File: config.mk
export PLATFORM = sky130hd
export DESIGN_NAME = pl_spi_slave_regs
export DESIGN_NICKNAME = d
export VERILOG_FILES = /design/src/rtl/pl_spi_slave_regs.sv
export SDC_FILE = /design/constraint.sdc
export NUM_CORES = 1
export LEC_CHECK = 0
export ABC_AREA = 0
export CAP_MARGIN = 30
export CORE_MARGIN = 1
export CORE_UTILIZATION = 69
export CTS_CLUSTER_DIAMETER = 60
export DETAILED_ROUTE_END_ITERATION = 8
export DONT_BUFFER_PORTS = 1
export PLACE_DENSITY = 0.85
export SYNTH_ARGS = -nofsm -noshare
export SYNTH_HDL_FRONTEND = slang
export SYNTH_SLANG_ARGS = --single-unit
File: constraint.sdc
create_clock -name i_Clk -period 25.8 [get_ports i_Clk]
set_clock_uncertainty 0.15 [all_clocks]
set_input_delay 3.87 -clock i_Clk [delete_from_list [all_inputs] [get_ports i_Clk]]
set_output_delay 3.87 -clock i_Clk [all_outputs]
set_load 0.005 [all_outputs]
File: src/rtl/pl_spi_slave_regs.sv
// SPI mode-0 responder with a byte-wide register file; all SPI pins are oversampled into i_Clk.
// Define PL_SPI_SLV_AUTOINC_EN to advance the register address after every data byte.
module pl_spi_slave_regs #(
    parameter int         DEPTH    = 32,
    parameter logic [7:0] ID_VALUE = 8'hA5
) (
    input  logic       i_Clk,
    input  logic       i_Rst,
    input  logic       i_SPI_Clk,
    input  logic       i_SPI_CS,
    input  logic       i_SPI_MOSI,
    output logic       o_SPI_MISO,
    output logic       o_SPI_MISO_En,
    input  logic [6:0] i_Reg_Addr,
    output logic [7:0] o_Reg_Data,
    output logic       o_Wr_Strobe,
    output logic [6:0] o_Wr_Addr,
    output logic [7:0] o_Wr_Data,
    output logic [7:0] o_Byte_Cnt,
    output logic       o_Frame_Done,
    output logic       o_Frame_Err
);
    localparam int         AW      = (DEPTH > 1) ? $clog2(DEPTH) : 1;
    localparam logic [7:0] DEPTH_L = 8'(DEPTH);

    typedef enum logic [1:0] {
        ST_IDLE  = 2'd0,
        ST_CMD   = 2'd1,
        ST_WDATA = 2'd2,
        ST_RDATA = 2'd3
    } state_t;

    state_t     state_r;
    state_t     state_s;
    logic [2:0] sclk_sync_r;
    logic [2:0] cs_sync_r;
    logic [1:0] mosi_sync_r;
    logic [2:0] bit_cnt_r;
    logic [6:0] rx_shift_r;
    logic [6:0] addr_r;
    logic [7:0] miso_shift_r;
    logic       miso_bit_r;
    logic       miso_r;
    logic       miso_en_r;
    logic       wr_strobe_r;
    logic [6:0] wr_addr_r;
    logic [7:0] wr_data_r;
    logic [7:0] byte_cnt_r;
    logic       frame_done_r;
    logic       frame_err_r;
    logic [7:0] regs_r [DEPTH];

    logic       cs_low_s;
    logic       cs_fall_s;
    logic       cs_rise_s;
    logic       sclk_rise_s;
    logic       sclk_fall_s;
    logic       byte_end_s;
    logic [7:0] byte_s;
    logic [6:0] addr_next_s;
    logic [6:0] pre_addr_s;
    logic [7:0] pre_data_s;
    logic [7:0] fab_data_s;

    // Register is writable only inside the implemented range and never at the ID address.
    function automatic logic addr_writable(input logic [6:0] addr);
        return (addr != 7'd0) && ({1'b0, addr} < DEPTH_L);
    endfunction

    assign cs_low_s    = ~cs_sync_r[1];
    assign cs_fall_s   = cs_sync_r[2] & ~cs_sync_r[1];
    assign cs_rise_s   = ~cs_sync_r[2] & cs_sync_r[1];
    assign sclk_rise_s = sclk_sync_r[1] & ~sclk_sync_r[2] & cs_low_s;
    assign sclk_fall_s = ~sclk_sync_r[1] & sclk_sync_r[2] & cs_low_s;
    assign byte_s      = {rx_shift_r, mosi_sync_r[1]};
    assign byte_end_s  = sclk_rise_s && (bit_cnt_r == 3'd7) && (state_r != ST_IDLE);

`ifdef PL_SPI_SLV_AUTOINC_EN
    assign addr_next_s = addr_r + 7'd1;
`else
    assign addr_next_s = addr_r;
`endif

    assign pre_addr_s = (state_r == ST_CMD) ? byte_s[6:0] : addr_next_s;

    // Register-file read muxes for the MISO prefetch and the fabric port.
    always_comb begin
        pre_data_s = 8'h00;
        fab_data_s = 8'h00;
        if (pre_addr_s == 7'd0) begin
            pre_data_s = ID_VALUE;
        end else if ({1'b0, pre_addr_s} < DEPTH_L) begin
            pre_data_s = regs_r[pre_addr_s[AW-1:0]];
        end else begin
            pre_data_s = 8'h00;
        end
        if (i_Reg_Addr == 7'd0) begin
            fab_data_s = ID_VALUE;
        end else if ({1'b0, i_Reg_Addr} < DEPTH_L) begin
            fab_data_s = regs_r[i_Reg_Addr[AW-1:0]];
        end else begin
            fab_data_s = 8'h00;
        end
    end

    // Pin synchronisers; CS resets low so a reset inside a frame cannot fake a CS fall.
    always_ff @(posedge i_Clk or posedge i_Rst) begin
        if (i_Rst) begin
            sclk_sync_r <= 3'b000;
            cs_sync_r   <= 3'b000;
            mosi_sync_r <= 2'b00;
        end else begin
            sclk_sync_r <= {sclk_sync_r[1:0], i_SPI_Clk};
            cs_sync_r   <= {cs_sync_r[1:0], i_SPI_CS};
            mosi_sync_r <= {mosi_sync_r[0], i_SPI_MOSI};
        end
    end

    // Frame state register.
    always_ff @(posedge i_Clk or posedge i_Rst) begin
        if (i_Rst) begin
            state_r <= ST_IDLE;
        end else begin
            state_r <= state_s;
        end
    end

    // Next-state decode.
    always_comb begin
        state_s = state_r;
        case (state_r)
            ST_IDLE: begin
                if (cs_fall_s) begin
                    state_s = ST_CMD;
                end else begin
                    state_s = ST_IDLE;
                end
            end
            ST_CMD: begin
                if (cs_rise_s) begin
                    state_s = ST_IDLE;
                end else if (byte_end_s) begin
                    state_s = byte_s[7] ? ST_RDATA : ST_WDATA;
                end else begin
                    state_s = ST_CMD;
                end
            end
            ST_WDATA, ST_RDATA: begin
                if (cs_rise_s) begin
                    state_s = ST_IDLE;
                end else begin
                    state_s = state_r;
                end
            end
            default: state_s = ST_IDLE;
        endcase
    end

    // Shift datapath, register file, counters and registered outputs.
    always_ff @(posedge i_Clk or posedge i_Rst) begin
        if (i_Rst) begin
            bit_cnt_r    <= 3'd0;
            rx_shift_r   <= 7'd0;
            addr_r       <= 7'd0;
            miso_shift_r <= 8'h00;
            miso_bit_r   <= 1'b0;
            miso_r       <= 1'b0;
            miso_en_r    <= 1'b0;
            wr_strobe_r  <= 1'b0;
            wr_addr_r    <= 7'd0;
            wr_data_r    <= 8'h00;
            byte_cnt_r   <= 8'h00;
            frame_done_r <= 1'b0;
            frame_err_r  <= 1'b0;
            for (int i = 0; i < DEPTH; i++) begin
                regs_r[i] <= 8'h00;
            end
        end else begin
            wr_strobe_r  <= 1'b0;
            frame_done_r <= 1'b0;
            frame_err_r  <= 1'b0;
            if (state_r == ST_IDLE) begin
                if (cs_fall_s) begin
                    bit_cnt_r    <= 3'd0;
                    rx_shift_r   <= 7'd0;
                    miso_shift_r <= 8'h00;
                    miso_bit_r   <= 1'b0;
                    byte_cnt_r   <= 8'h00;
                end
            end else if (cs_rise_s) begin
                frame_done_r <= 1'b1;
                frame_err_r  <= (bit_cnt_r != 3'd0);
            end else begin
                if (sclk_rise_s) begin
                    bit_cnt_r  <= bit_cnt_r + 3'd1;
                    rx_shift_r <= byte_s[6:0];
                end
                if (byte_end_s) begin
                    if (byte_cnt_r != 8'hFF) begin
                        byte_cnt_r <= byte_cnt_r + 8'd1;
                    end
                    case (state_r)
                        ST_CMD: begin
                            addr_r <= byte_s[6:0];
                            if (byte_s[7]) begin
                                miso_shift_r <= pre_data_s;
                            end
                        end
                        ST_WDATA: begin
                            if (addr_writable(addr_r)) begin
                                regs_r[addr_r[AW-1:0]] <= byte_s;
                                wr_strobe_r <= 1'b1;
                                wr_addr_r   <= addr_r;
                                wr_data_r   <= byte_s;
                            end
                            addr_r <= addr_next_s;
                        end
                        ST_RDATA: begin
                            miso_shift_r <= pre_data_s;
                            addr_r       <= addr_next_s;
                        end
                        default: begin
                            addr_r <= addr_r;
                        end
                    endcase
                end else if (sclk_fall_s) begin
                    miso_bit_r   <= miso_shift_r[7];
                    miso_shift_r <= {miso_shift_r[6:0], 1'b0};
                end
            end
            miso_en_r <= cs_low_s && (state_r != ST_IDLE);
            miso_r    <= (cs_low_s && (state_r != ST_IDLE)) ? miso_bit_r : 1'b0;
        end
    end

    assign o_SPI_MISO    = miso_r;
    assign o_SPI_MISO_En = miso_en_r;
    assign o_Reg_Data    = fab_data_s;
    assign o_Wr_Strobe   = wr_strobe_r;
    assign o_Wr_Addr     = wr_addr_r;
    assign o_Wr_Data     = wr_data_r;
    assign o_Byte_Cnt    = byte_cnt_r;
    assign o_Frame_Done  = frame_done_r;
    assign o_Frame_Err   = frame_err_r;

endmodule

==> flow_summary.ini <==
[power_and_ir_drop]
ir_drop_v = 0.0000755
p_sw_uw = 249
p_leak_uw = 0.00836
pwr-share-clk_pct = 47.0
powerDensity_nw_per_um2 = 56.7
seq_power_share_pct = 47.6
swShare_pct = 23.4
p_int_uw = 814
pwr-share-comb_pct = 5.4

[worst_setup_path]
required_ps = 21780
r2r-start = state_r[1]
setup.worst_path.start_class = input pin
cp-startpoint = i_Reg_Addr[0]
slowest_delay_ps = 490
crit_chain = mux4_2, nor2b_1, a211oi_1, a21oi_1, a221oi_1, nor2_1
arrival_ps = 5600
criticalPathCategory = in -> out
crit_path_end_kind = primary output
crit_slowest_cell = mux4_2
critPathMaxFanout = 66

[synthesis]
yosysUniqueCellTypes = 64
avgSynthCellArea_um2 = 11.6
synth_fp_nets = 1526
synthArstFlopShare_pct = 100
postSynthCellCount = 1505
synth_seq_cells = 320
synth_seq_area_share_pct = 45.9
synth_area_um2 = 17400
synth_edf_count = 0
synthFlopType = dfrtp_1
yosys_warnings = 0

[drt]
ant_nets = 0
drt_pass1_iterations = 9
vias = 13600
via_per_inst = 7.56
routedWlPerCell_um = 28.8
initialDrtViolationCount = 2386
totalWireLength_um = 51700
drc = 0

[min_path]
hold_start = sclk_sync_r[0]
hp-class = reg -> reg

[cts]
cts.htree.levels = 2
clk_latency_ps = 530
cts_tree = done
postCtsSetupBuffers = 0
hold_buffers = 0
ctsLongestPathBuffers = 3
clock_sinks = 320
cts.reportedPaths.clkPinSlew_ps = 60
cts-root-buf = clkbuf_16
cts_resized = 0
cts_buffers = 36

[cells_and_area]
seqCellArea_um2 = 8010
final_cell_area_um2 = 18800
diodes = 0
nets = 1466
fillers = 1444
area_growth_pct = 7.56
drive_gt1_share_pct = 30.6
multi_input_area_um2 = 8860

[sta]
final-hold-violation-count = 0
max_freq_ghz = 0.104
fin_crit_sh_pct = 37.3
finalSetupViolCount = 0
whs_ps = 202
worst_pin_slew_ps = 1100
drv_slew = 0
slew_headroom_pct = 26.2
rsz0062_at_grt = false
finalWorstPathRequiredPeriod_ps = 9620
fin_setup_tns_ps = 0

[grt]
grt_max_degree = 103
track_usage_pct = 41.4
grt_pass1_wl_um = 80200
gr-total-overflow = 0
first_global_vias = 13300
antenna_found_initial = 0

[floorplanning]
start_util_pct = 71.1
num_rows = 57
core_area_um2 = 24500
die_area_um2 = 25900
die_width_um = 161
num_io_pins = 48
die_y_um = 161

[placed_design]
dp_hpwl_um = 31900
placed_cell_area_um2 = 17600
port_buffers = 0
globalplace.congestion = 0.978

[run_status]
run_status = complete, no violations

[flow_run]
cap_violations = 0
layout make-up:
type / count / area share (%)
repair buffers: 29 / 1.37
well taps: 324 / 2.16
clock buffers: 55 / 5.62
inverters: 19 / 0.420
multi-input cells: 1039 / 47.2
clock inverters: 10 / 0.487
flip-flops and latches: 320 / 42.7
Yosys cell counts (all sizes together), types with 3 or more instances:
library cell  number  area [um^2]
and3               6         37.5
a22o               9         78.8
buf               43          225
o21bai             3         22.5
a221o              3         30.0
mux2i             37          370
xor2               5         43.8
inv               18         67.6
nand2b             9         56.3
a31oi             22          138
nor3              13          114
nor2              58          260
dfrtp            320         8010
nand3b             5         50.1
nand3             52          265
o211ai             9         67.6
nor4               3         18.8
and2               5         31.3
nor2b             36          225
ha                 9          113
mux2             241         2710
a22oi              4         30.0
or3                5         31.3
o21ai             67          335
a211oi            14          105
a32o               3         30.0
or2                8         50.1
mux4              89         2000
nand2            198          743
a32oi             12          105
o221ai             3         26.3
o2111ai            3         26.3
a21o               3         22.5
a221oi            13          114
nor3b              3         22.5
o22ai             15         93.8
clkbuf            84          315
a21oi             54          270
cell families after synthesis:
kind of cell	after synthesis	share of synthesized area (%)
AO/OA/AOI/OAI	249	9.19
XOR/XNOR	6	0.301
adder cells (fa/ha/maj)	9	0.646
buffers and inverters	146	3.51
flip-flops	320	45.9
multiplexers	367	29.2
AND/OR/NAND/NOR	408	11.2
sequential cells by signal (all words and copies together) (netlist names):
name / flops
mosi_sync_r: 2
sclk_sync_r: 3
o_Frame_Done: 1
o_Byte_Cnt: 8
cs_sync_r: 3
o_Wr_Addr: 7
o_SPI_MISO: 1
o_Frame_Err: 1
o_Wr_Data: 8
o_Wr_Strobe: 1
miso_shift_r: 8
state_r: 2
rx_shift_r: 7
addr_next_s: 7
bit_cnt_r: 3
regs_r: 256
o_SPI_MISO_En: 1
miso_bit_r: 1
power groups by stage:
stage	Sequential [uW]	Clock [uW]	Combinational, uW
after CTS	505	500	55.0
after floorplan	513	0	46.7
after detailed placement	515	0	54.3
final	505	500	57.2
after global routing	505	522	61.1
after global placement	514	0	53.3
per-layer routing:
layer,vias to the layer above,wire [um],GRT usage (%)
met5,-,0,0
met2,1180,22400,58.1
met1,6646,18400,56.4
li1,5436,-,-
met3,307,7450,13.5
met4,0,3490,25.6
critical path, delay by kind of cell:
kind / cells / cell delay (ps)
AOI/OAI and AO/OA: 3 / 950
muxes: 1 / 490
and+or+nand+nor: 2 / 240
placed cells by master, fill, tap and decap left out, drive strengths merged, types with 12 or more instances in the layout:
cell	count
a211oi	14
a21oi	54
a221oi	13
a31oi	22
a32oi	12
buf	29
clkbuf	55
dfrtp	320
inv	21
mux2	241
mux2i	37
mux4	89
nand2	198
nand3	52
nor2	58
nor2b	36
nor3	13
o21ai	67
o22ai	15
worst paths after layout:
path / depth (start not counted) / endpoint / slack (ps)
worst max-delay path: 6 / o_Reg_Data[0] / 16180
worst min-delay path: 0 / sclk_sync_r[1] / 200
worst max register to register: 9 / miso_shift_r[5] / 20950
worst min register to register: 0 / sclk_sync_r[1] / 200
max in group asynchronous: 2 / mosi_sync_r[1] / 20860
min in group asynchronous: 1 / regs_r[93] / 3180
per-stage QoR:
step                worst slack, ps  util (%)  total power, uW  cells
finish                        16180      76.4             1060   1796
global route                  16200      76.4             1090   1796
CTS                           16290      76.3             1060   1795
detailed placement            16290      71.7              569   1730
global placement              16330      71.6              568   1729
floorplan                     12920         -              560   1505
Power figures use the tool's default switching activity.
